===== src/rtl/seg7_pkg.sv =====
// rtl/seg7_pkg.sv - shared types, constants and helpers for the 7-segment scan path
//
// Contents:
//   nibble_t    - one hex digit as presented to the seg7dec decoder
//   MAX_DIGITS  - widest display lz_mask can describe
//   SEL_OFF     - level of a DIG_SEL bit that turns its digit off
//   lz_mask()   - per-digit leading-zero blank vector for a packed hex value
package seg7_pkg;

    typedef logic [3:0] nibble_t;

    localparam int   MAX_DIGITS = 16;
    localparam logic SEL_OFF    = 1'b1;

    // Bit i is set when nibbles i..digits-1 of value are all zero.
    // Digit 0 is never blanked so a zero value still shows a single "0".
    function automatic logic [MAX_DIGITS-1:0] lz_mask(
        input logic [4*MAX_DIGITS-1:0] value,
        input int                      digits
    );
        logic [MAX_DIGITS-1:0] mask;
        logic                  zero_above;
        mask       = '0;
        zero_above = 1'b1;
        for (int i = MAX_DIGITS - 1; i >= 0; i--) begin
            if (i < digits) begin
                zero_above = zero_above && (value[4*i +: 4] == 4'h0);
                mask[i]    = zero_above && (i != 0);
            end
        end
        return mask;
    endfunction

endpackage


===== src/rtl/seg7_scan.sv =====
// rtl/seg7_scan.sv - time-multiplexed scan controller for a multi-digit 7-segment display
//
// Ports:
//   CLK       in   system clock
//   RST_N     in   asynchronous active-low reset
//   LOAD      in   single-cycle strobe capturing VALUE into the shadow register
//   VALUE     in   4*DIGITS hex value, digit 0 in bits [3:0]
//   BLANK_LZ  in   leading-zero blanking enable, taken at each frame boundary
//   NIBBLE    out  hex digit for the current slot, drives the seg7dec decoder
//   DIG_SEL   out  one-hot active-low digit enable, all ones = display dark
//   FRAME     out  one-cycle pulse in the first cycle of every frame
module seg7_scan
    import seg7_pkg::*;
#(
    parameter int DIGITS = 4,
    parameter int DIV    = 50000,
    parameter int GUARD  = 16
) (
    input  logic                CLK,
    input  logic                RST_N,
    input  logic                LOAD,
    input  logic [4*DIGITS-1:0] VALUE,
    input  logic                BLANK_LZ,
    output nibble_t             NIBBLE,
    output logic [DIGITS-1:0]   DIG_SEL,
    output logic                FRAME
);

    localparam int PW = (DIV > 1) ? $clog2(DIV) : 1;
    localparam int IW = $clog2(DIGITS);
    localparam int VW = 4 * MAX_DIGITS;

    localparam logic [PW-1:0]     PCNT_LAST   = PW'(DIV - 1);
    localparam logic [PW-1:0]     GUARD_LIM   = PW'(GUARD);
    localparam logic [IW-1:0]     IDX_LAST    = IW'(DIGITS - 1);
    localparam logic [DIGITS-1:0] SEL_ALL_OFF = {DIGITS{SEL_OFF}};

    logic [PW-1:0]         pcnt_q, pcnt_d;
    logic [IW-1:0]         idx_q, idx_d;
    logic [4*DIGITS-1:0]   shadow_q, shadow_d;
    logic [4*DIGITS-1:0]   disp_q, disp_d;
    logic                  pend_q, pend_d;
    logic                  blz_q, blz_d;
    nibble_t               nibble_q, nibble_d;
    logic [DIGITS-1:0]     dig_sel_q, dig_sel_d;
    logic                  frame_q, frame_d;

    logic                  tick;
    logic                  boundary;
    logic [MAX_DIGITS-1:0] blank_vec;
    logic [MAX_DIGITS-1:0] onehot;
    logic                  slot_blank;

    always_comb begin
        tick     = (pcnt_q == PCNT_LAST);
        boundary = tick && (idx_q == IDX_LAST);

        pcnt_d = tick ? '0 : pcnt_q + 1'b1;
        idx_d  = idx_q;
        if (tick) begin
            idx_d = boundary ? '0 : idx_q + 1'b1;
        end

        // Last LOAD before the boundary wins; the display only moves at the boundary.
        shadow_d = LOAD ? VALUE : shadow_q;
        pend_d   = pend_q | LOAD;
        disp_d   = disp_q;
        blz_d    = blz_q;
        if (boundary) begin
            blz_d  = BLANK_LZ;
            pend_d = 1'b0;
            // A LOAD landing on the boundary goes straight to the display.
            if (LOAD) begin
                disp_d = VALUE;
            end else if (pend_q) begin
                disp_d = shadow_q;
            end
        end

        frame_d = boundary;

        // Outputs are registered from next state so they line up with pcnt_q/idx_q.
        nibble_d   = disp_d[4*idx_d +: 4];
        blank_vec  = lz_mask(VW'(disp_d), DIGITS);
        onehot     = MAX_DIGITS'(1) << idx_d;
        slot_blank = blz_d && (|(blank_vec & onehot));
        if ((pcnt_d < GUARD_LIM) || slot_blank) begin
            dig_sel_d = SEL_ALL_OFF;
        end else begin
            dig_sel_d = SEL_ALL_OFF ^ onehot[DIGITS-1:0];
        end
    end

    always_ff @(posedge CLK or negedge RST_N) begin
        if (!RST_N) begin
            pcnt_q    <= '0;
            idx_q     <= '0;
            shadow_q  <= '0;
            disp_q    <= '0;
            pend_q    <= 1'b0;
            blz_q     <= 1'b0;
            nibble_q  <= '0;
            dig_sel_q <= SEL_ALL_OFF;
            frame_q   <= 1'b0;
        end else begin
            pcnt_q    <= pcnt_d;
            idx_q     <= idx_d;
            shadow_q  <= shadow_d;
            disp_q    <= disp_d;
            pend_q    <= pend_d;
            blz_q     <= blz_d;
            nibble_q  <= nibble_d;
            dig_sel_q <= dig_sel_d;
            frame_q   <= frame_d;
        end
    end

    assign NIBBLE  = nibble_q;
    assign DIG_SEL = dig_sel_q;
    assign FRAME   = frame_q;

endmodule

===== config.mk =====
export PLATFORM = sky130hd
export DESIGN_NAME = seg7_scan
export DESIGN_NICKNAME = d
export VERILOG_FILES = /design/src/rtl/seg7_pkg.sv /design/src/rtl/seg7_scan.sv
export SDC_FILE = /design/constraint.sdc
export NUM_CORES = 1
export LEC_CHECK = 0
export CAP_MARGIN = 20
export CORE_MARGIN = 3
export CORE_UTILIZATION = 41
export CTS_CLUSTER_DIAMETER = 200
export CTS_CLUSTER_SIZE = 20
export DETAILED_ROUTE_END_ITERATION = 7
export GPL_ROUTABILITY_DRIVEN = 1
export SYNTH_ARGS = -nofsm -noshare
export SYNTH_HDL_FRONTEND = slang
export SYNTH_SLANG_ARGS = --single-unit

===== constraint.sdc =====
create_clock -name CLK -period 3.1 [get_ports CLK]
set_input_delay 0.465 -clock CLK [delete_from_list [all_inputs] [get_ports CLK]]
set_output_delay 0.465 -clock CLK [all_outputs]
set_load 0.01 [all_outputs]

# Yosys cells after proc, flatten, opt, wreduce, memory -nomap -nowiden
# Cells that the tools add are included.
# classes
n_addsub	2
magnitude_cmp	1
n_eq_ne	2
shift	2
n_mux	9
bitwise_logic	3
n_reduce_logical	9
# op_table
op	n
16-bit 2-to-1 mux	4
16-bit by 1-bit adder with 16-bit output, second input constant	1
4-bit by 16-bit AND with 16-bit output	1
16-bit equality test, second input constant	1
16-bit by 5-bit < comparator with 1-bit output, second input constant	1
16-bit OR reduction	1
16-bit by 5-bit variable part select with 4-bit output	1
1-bit by 2-bit << shifter with 16-bit output, first input constant	1
4-bit logical NOT	3
1-bit logical AND	4
2-bit 2-to-1 mux	2
4-bit 2-to-1 mux	1
4-bit inverter	1
2-bit by 1-bit adder with 2-bit output, second input constant	1
2-bit equality test, second input constant	1
1-bit 2-to-1 mux	2
1-bit logical OR	1
1-bit bitwise OR	1
# word_totals
register_bits	61
input_bits	20

# Longest topological paths before layout
# depth
depth_word	11
ltp_mapped	9
depth_no_buf	8

# Worst setup path before layout
# OpenSTA, ideal clock, no wires.
# synth_timing
path_type	reg2reg
start	register pcnt_q[7]
end	register dig_sel_q[1], in the netlist DIG_SEL[1]
setup_time_ps	109
arrival_ps	2493
required_ps	2991
slack_ps	498
stages_incl_launch_ff	8
path_buffers	1
cell_sequence	dfrtp_1 buf_6 or4b_4 nor4_4 mux2i_1 inv_1 o2111ai_1 nand4_1
# synth_between
word_cells_on_any_way	21
cone_classes	add/sub (1); order compare (1); eq/ne (1); shift (1); mux (6); bitwise (2); reduce/logical (9)
# synth_lines
item	line_no	text
start, declared	seg7_scan.sv:38	logic [PW-1:0] pcnt_q, pcnt_d;
start signal, assigned	seg7_scan.sv:106	pcnt_q <= pcnt_d;
16-bit equality test *	seg7_scan.sv:55	tick = (pcnt_q == PCNT_LAST);
1-bit logical AND	seg7_scan.sv:56	boundary = tick && (idx_q == IDX_LAST);
2-bit 2-to-1 mux	seg7_scan.sv:61	idx_d = boundary ? '0 : idx_q + 1'b1;
2-bit 2-to-1 mux *	seg7_scan.sv:60	if (tick) begin
via idx_d[1]	seg7_scan.sv:39	logic [IW-1:0] idx_q, idx_d;
1-bit by 2-bit << shifter with 16-bit output *	seg7_scan.sv:85	onehot = MAX_DIGITS'(1) << idx_d;
4-bit by 16-bit AND with 16-bit output	seg7_scan.sv:86	slot_blank = blz_d && (|(blank_vec & onehot));
16-bit OR reduction	seg7_scan.sv:86	
1-bit logical AND	seg7_scan.sv:86	
1-bit logical OR	seg7_scan.sv:87	if ((pcnt_d < GUARD_LIM) || slot_blank) begin
4-bit 2-to-1 mux *	seg7_scan.sv:87	
via dig_sel_d[1]	seg7_scan.sv:45	logic [DIGITS-1:0] dig_sel_q, dig_sel_d;
end signal, assigned	seg7_scan.sv:113	dig_sel_q <= dig_sel_d;
end, declared	seg7_scan.sv:45	
# Mark *: on every way through the listed nets, which the timed path passes. The rest lies on a longest branch.
# A chain may end at the register's enable or synchronous reset.

# Worst setup path after layout
# layout_timing
start	register pcnt_q[7]
end	register dig_sel_q[1], in the netlist DIG_SEL[1]
# layout_between
word_cells_on_any_way	21
cone_classes	add/sub (1); order compare (1); eq/ne (1); shift (1); mux (6); bitwise (2); reduce/logical (9)
# layout_lines
item	line_no	text
16-bit equality test	seg7_scan.sv:55	
1-bit logical AND	seg7_scan.sv:56	
16-bit 2-to-1 mux	seg7_scan.sv:69	if (boundary) begin
via disp_d[7]	seg7_scan.sv:41	logic [4*DIGITS-1:0] disp_q, disp_d;
4-bit logical NOT	seg7_pkg.sv:27	zero_above = zero_above && (value[4*i +: 4] == 4'h0);
1-bit logical AND	seg7_pkg.sv:27	
4-bit by 16-bit AND with 16-bit output	seg7_scan.sv:86	
16-bit OR reduction	seg7_scan.sv:86	
1-bit logical AND	seg7_scan.sv:86	
1-bit logical OR	seg7_scan.sv:87	
4-bit 2-to-1 mux	seg7_scan.sv:87	
via dig_sel_d[1]	seg7_scan.sv:45	
# The timed path passes the listed nets, and every way through them passes these cells.

==> results.md <==
Logic synthesis:
- The share of Yosys cell area claimed by the top area cell type is 0.472.
- Yosys mapped a number of flops with a built-in enable equal to 0.
- The count of synthesis-stage warnings from yosys is 0.
- The synthesized instance count is around 250.
- The mapped netlist covers 3020 sq um.
- The fraction of registers with async set/reset is 1.00.
- Synthesis instantiated 54 different standard cells from the library.
- The most used flip-flop cell after synthesis is sky130_fd_sc_hd__dfrtp_1.
- The average size of a mapped cell is 12.0 sq um.
- Synthesis produced a netlist with a net count of 273.
- The post-synthesis sequential area ratio is 0.507.
- The largest total area in the synthesized netlist belongs to sky130_fd_sc_hd__dfrtp_1.
- In the post-synthesis netlist, the biggest area contributors are sky130_fd_sc_hd__dfrtp_1 (47%), sky130_fd_sc_hd__mux2_2 (7.5%), sky130_fd_sc_hd__mux2i_1 (4.3%).
- The total of flip-flops plus latches after synthesis is slightly above 60.

Clock tree:
- After clock tree synthesis, the flow added hold-fix buffers numbering 0.
- The tree built by TritonCTS fans out to 61 sinks.
- In this run, CTS created clock tree buffers numbering 9.
- The number of resized instances in the post-cts repair step is 0.
- TritonCTS built the clock tree.
- The clock passes through at most 2 buffers.
- The clock root buffer is sky130_fd_sc_hd__clkbuf_8.
- The clock tree synthesis step divided the H-tree into 3 levels.
- The clock network latency to the later pin of the worst-skew pair is between 0.3 and 0.4 ns.
- The post-CTS setup buffer count is 0.
- After clock tree synthesis, the clock-pin slew on the worst setup and hold paths is 0.07 ns.

Floorplanning:
- The initial cell density of the core is 0.433.
- The height of the die is 91.8 microns.
- The horizontal extent of the die is around 90 microns.
- For this design the top-level I/O count stands at 29.
- The area of the die is 8430 sq um.
- The area inside the core boundary is 6980 sq um.
- After floorplanning, the core was divided into 30 placement rows.

Global route:
- The via count of the first global-routing pass is 2055.
- The initial antenna violation count is 0.
- Entering global routing, the biggest net connects 42 pins.
- In the global route stage, overall resource usage came out at 0.157.
- For this run the aggregate overflow at the end of global routing stands at 0.
- The first global-routing pass estimated roughly 10 mm of wire.

Placement:
- The post-placement cell count is 373.
- The number of buffer cells added on primary ports is 28.
- The placed wire-length estimate is 4.46 mm.
- At the end of routability-driven placement, the weighted congestion stood at 0.849.
- Prior to clock tree synthesis, the placed netlist has a worst setup slack of ~0.38 ns.

Setup path:
- The startpoint of the worst register-to-register path is pcnt_q[7].
- The delay of the slowest critical-path stage is approximately 0.64 ns.
- The number of buffers and inverters on the critical path is 0.
- The cell family with the largest share of critical-path delay is simple AND/OR/NAND/NOR gates.
- The signal on the critical path passes through or4b_4, nor4_4, mux2i_1, nand2_1, o31ai_1, o2111ai_1, nand4_1.
- The category of the worst setup path launch point is a register.
- The critical path start-end classification is reg2reg.
- STA puts the critical path data required time at 3.37 ns.
- The data arrival time of the critical path is 2.98 ns.
- The library cell contributing the largest single delay on the critical path is sky130_fd_sc_hd__or4b_4.
- Tracing the worst setup path back leads to its startpoint at pcnt_q[7].
- The highest net fanout along the worst path is 10.
- The element type at the critical path end is a register.

Timing:
- Setup violations remaining at the end of the flow were counted as 0.
- Setup repair after global routing left no endpoint under its margin.
- The worst relative slew slack is 0.377.
- The peak clock frequency supported by timing is 369 MHz.
- The post-route clock period utilization is 0.874.
- The worst path setup slack after routing is 0.389 ns.
- Across the routed clock network, the largest skew measured is 0.0119 ns.
- The routed design could run at a clock period as short as ~2.7 ns.
- The count of final max-slew check failures is 0.
- After routing, the total negative slack on setup checks comes to 0 ns.
- The number of hold violations in the final report is 0.
- For the pin with the worst max-slew slack, the measured transition is 0.935 ns.

Layout:
- For this run, the post-layout net count is 310.
- The fraction of layout instances using a drive strength above 1 is 0.232.
- The share of the core filled with cells is 0.525.
- The antenna diode instance count is 0.
- The number of inserted filler cells in the final layout is 639.
- The number of standard cells in the layout, taps in and fillers out is just under 400.
- The synthesis-to-layout area growth is 21.4%.
- The multi-input combinational cells in the finished layout cover a total of roughly 1400 sq um.
- The flip-flop and latch area is 1530 sq um.

Power:
- The analysis attributes to cell leakage a power of 1.65 nW.
- The power density over cell area is 517 nW/um^2.
- VDD sags by at most approximately 0.26 mV.

Route:
- The uppermost layer routed is met4.
- After detailed routing, the average wire length per cell comes to 15.6 microns.
- The wire length the detailed router placed on met1 is around 3.2 mm.
- The first routing iteration left around 170 violations.
- The final layout contains routed wiring with a total length of 6.07 mm.
- After detailed routing, the met3 layer carries 267 microns of wire.
- The post-route DRC violation count is 0.
- Summed over all nets, wire length on met2 after detailed routing comes to 2.47 mm.
- Dividing the detail-routed via count by the number of cells gives 5.16.
- For this run, the detailed router's first-pass iteration total came to 6.
- The count of antenna-violating nets left after detailed routing is 0.
- Detailed routing inserted a total of 2007 vias.

Outcome:
- The flow ran to the end, and the final reports show no timing, DRC or antenna violations.

Run:
- Across the run, the number of max-cap violations was 0.

Min path:
- The type of the worst min-delay path is in2async.
[cells in the mapped netlist, types with 5 or more instances]
cell type / n
sky130_fd_sc_hd__dfrtp_1: 57
sky130_fd_sc_hd__nor2_1: 17
sky130_fd_sc_hd__and2_1: 5
sky130_fd_sc_hd__a21oi_1: 7
sky130_fd_sc_hd__clkbuf_1: 5
sky130_fd_sc_hd__nand4_1: 8
sky130_fd_sc_hd__inv_1: 5
sky130_fd_sc_hd__mux2i_1: 13
sky130_fd_sc_hd__a21o_1: 5
sky130_fd_sc_hd__xnor2_1: 8
sky130_fd_sc_hd__xor2_1: 8
sky130_fd_sc_hd__nand2_1: 13
sky130_fd_sc_hd__nand3_1: 10
sky130_fd_sc_hd__mux2_2: 20
[where the power goes]
group	internal [W]	total, W	switching [W]
Combinational	0.0000439	0.0000883	0.0000444
Sequential	0.000817	0.000823	0.00000640
Clock	0.000662	0.000983	0.000321
Total	0.00152	0.00189	0.000372
[layout make-up]
type                            count  area share
Timing Repair Buffer               39      0.0976
Clock inverter                      5      0.0352
Multi-Input combinational cell    171       0.369
Tap cell                           96      0.0328
Inverter                            6     0.00614
Sequential cell                    61       0.418
Clock buffer                       11      0.0413
[stage by stage]
step	hold slack (ns)	cell area [sq um]	total power, W
after floorplan	0.169	3020	0.000873
after global placement	0.466	3390	0.000927
after detailed placement	0.470	3390	0.000929
after CTS	0.304	3670	0.00191
after global routing	0.334	3670	0.00196
final	0.258	3670	0.00189
[final timing paths]
check | endpoint | slack (ns) | cells after the start
max in group asynchronous | DIG_SEL[3] | 2.07 | 2
min in group CLK | blz_q | 0.48 | 2
setup reg to reg | DIG_SEL[1] | 0.39 | 7
setup / recovery | DIG_SEL[1] | 0.39 | 7
hold reg to reg | blz_q | 0.48 | 2
hold / removal | pcnt_q[4] | 0.26 | 1
[state kept, by name, indices dropped and copies added (netlist names)]
| signal | count |
|---|---|
| disp_q | 16 |
| shadow_q | 16 |
| pcnt_q | 16 |
| NIBBLE | 4 |
| blz_q | 1 |
| FRAME | 1 |
| DIG_SEL | 4 |
| idx_q | 2 |
| pend_q | 1 |
[layer usage]
metal | track usage | up-vias
met5 | 0 | -
met4 | 0.0619 | 0
met3 | 0.0418 | 14
met2 | 0.213 | 48
met1 | 0.237 | 956
li1 | - | 989
[layout by cell type, fill, tap and decap left out, types with 2 or more instances in the layout]
master                             n
sky130_fd_sc_hd__a211oi_1          4
sky130_fd_sc_hd__a21o_1            5
sky130_fd_sc_hd__a21oi_1           7
sky130_fd_sc_hd__a32oi_1           3
sky130_fd_sc_hd__and2_1            5
sky130_fd_sc_hd__and3_1            2
sky130_fd_sc_hd__and4_1            2
sky130_fd_sc_hd__buf_4            11
sky130_fd_sc_hd__bufinv_16         4
sky130_fd_sc_hd__clkbuf_8         11
sky130_fd_sc_hd__clkdlybuf4s50_1  27
sky130_fd_sc_hd__dfrtp_1          57
sky130_fd_sc_hd__dfstp_2           4
sky130_fd_sc_hd__ha_1              2
sky130_fd_sc_hd__inv_1             5
sky130_fd_sc_hd__mux2_2           20
sky130_fd_sc_hd__mux2_4            2
sky130_fd_sc_hd__mux2i_1          13
sky130_fd_sc_hd__nand2_1          13
sky130_fd_sc_hd__nand3_1          10
sky130_fd_sc_hd__nand4_1           8
sky130_fd_sc_hd__nand4bb_4         2
sky130_fd_sc_hd__nor2_1           17
sky130_fd_sc_hd__nor2b_1           2
sky130_fd_sc_hd__nor3_1            2
sky130_fd_sc_hd__nor4_1            3
sky130_fd_sc_hd__nor4_4            3
sky130_fd_sc_hd__o21ai_0           4
sky130_fd_sc_hd__o2bb2ai_1         3
sky130_fd_sc_hd__o31ai_1           3
sky130_fd_sc_hd__xnor2_1           8
sky130_fd_sc_hd__xor2_1            8
[logic make-up (layout without fill, tap and decap cells)]
kind of cell / Yosys count / count (layout) / share of synthesized area
and+or+nand+nor: 79 / 79 / 0.174
DFF: 61 / 61 / 0.507
AOI/OAI and AO/OA: 39 / 39 / 0.0920
muxes: 35 / 35 / 0.128
buffers and inverters: 19 / 61 / 0.0447
xor gates and xnor gates: 16 / 16 / 0.0464
adders and majority gates: 2 / 2 / 0.00828
Power figures use the tool's default switching activity.
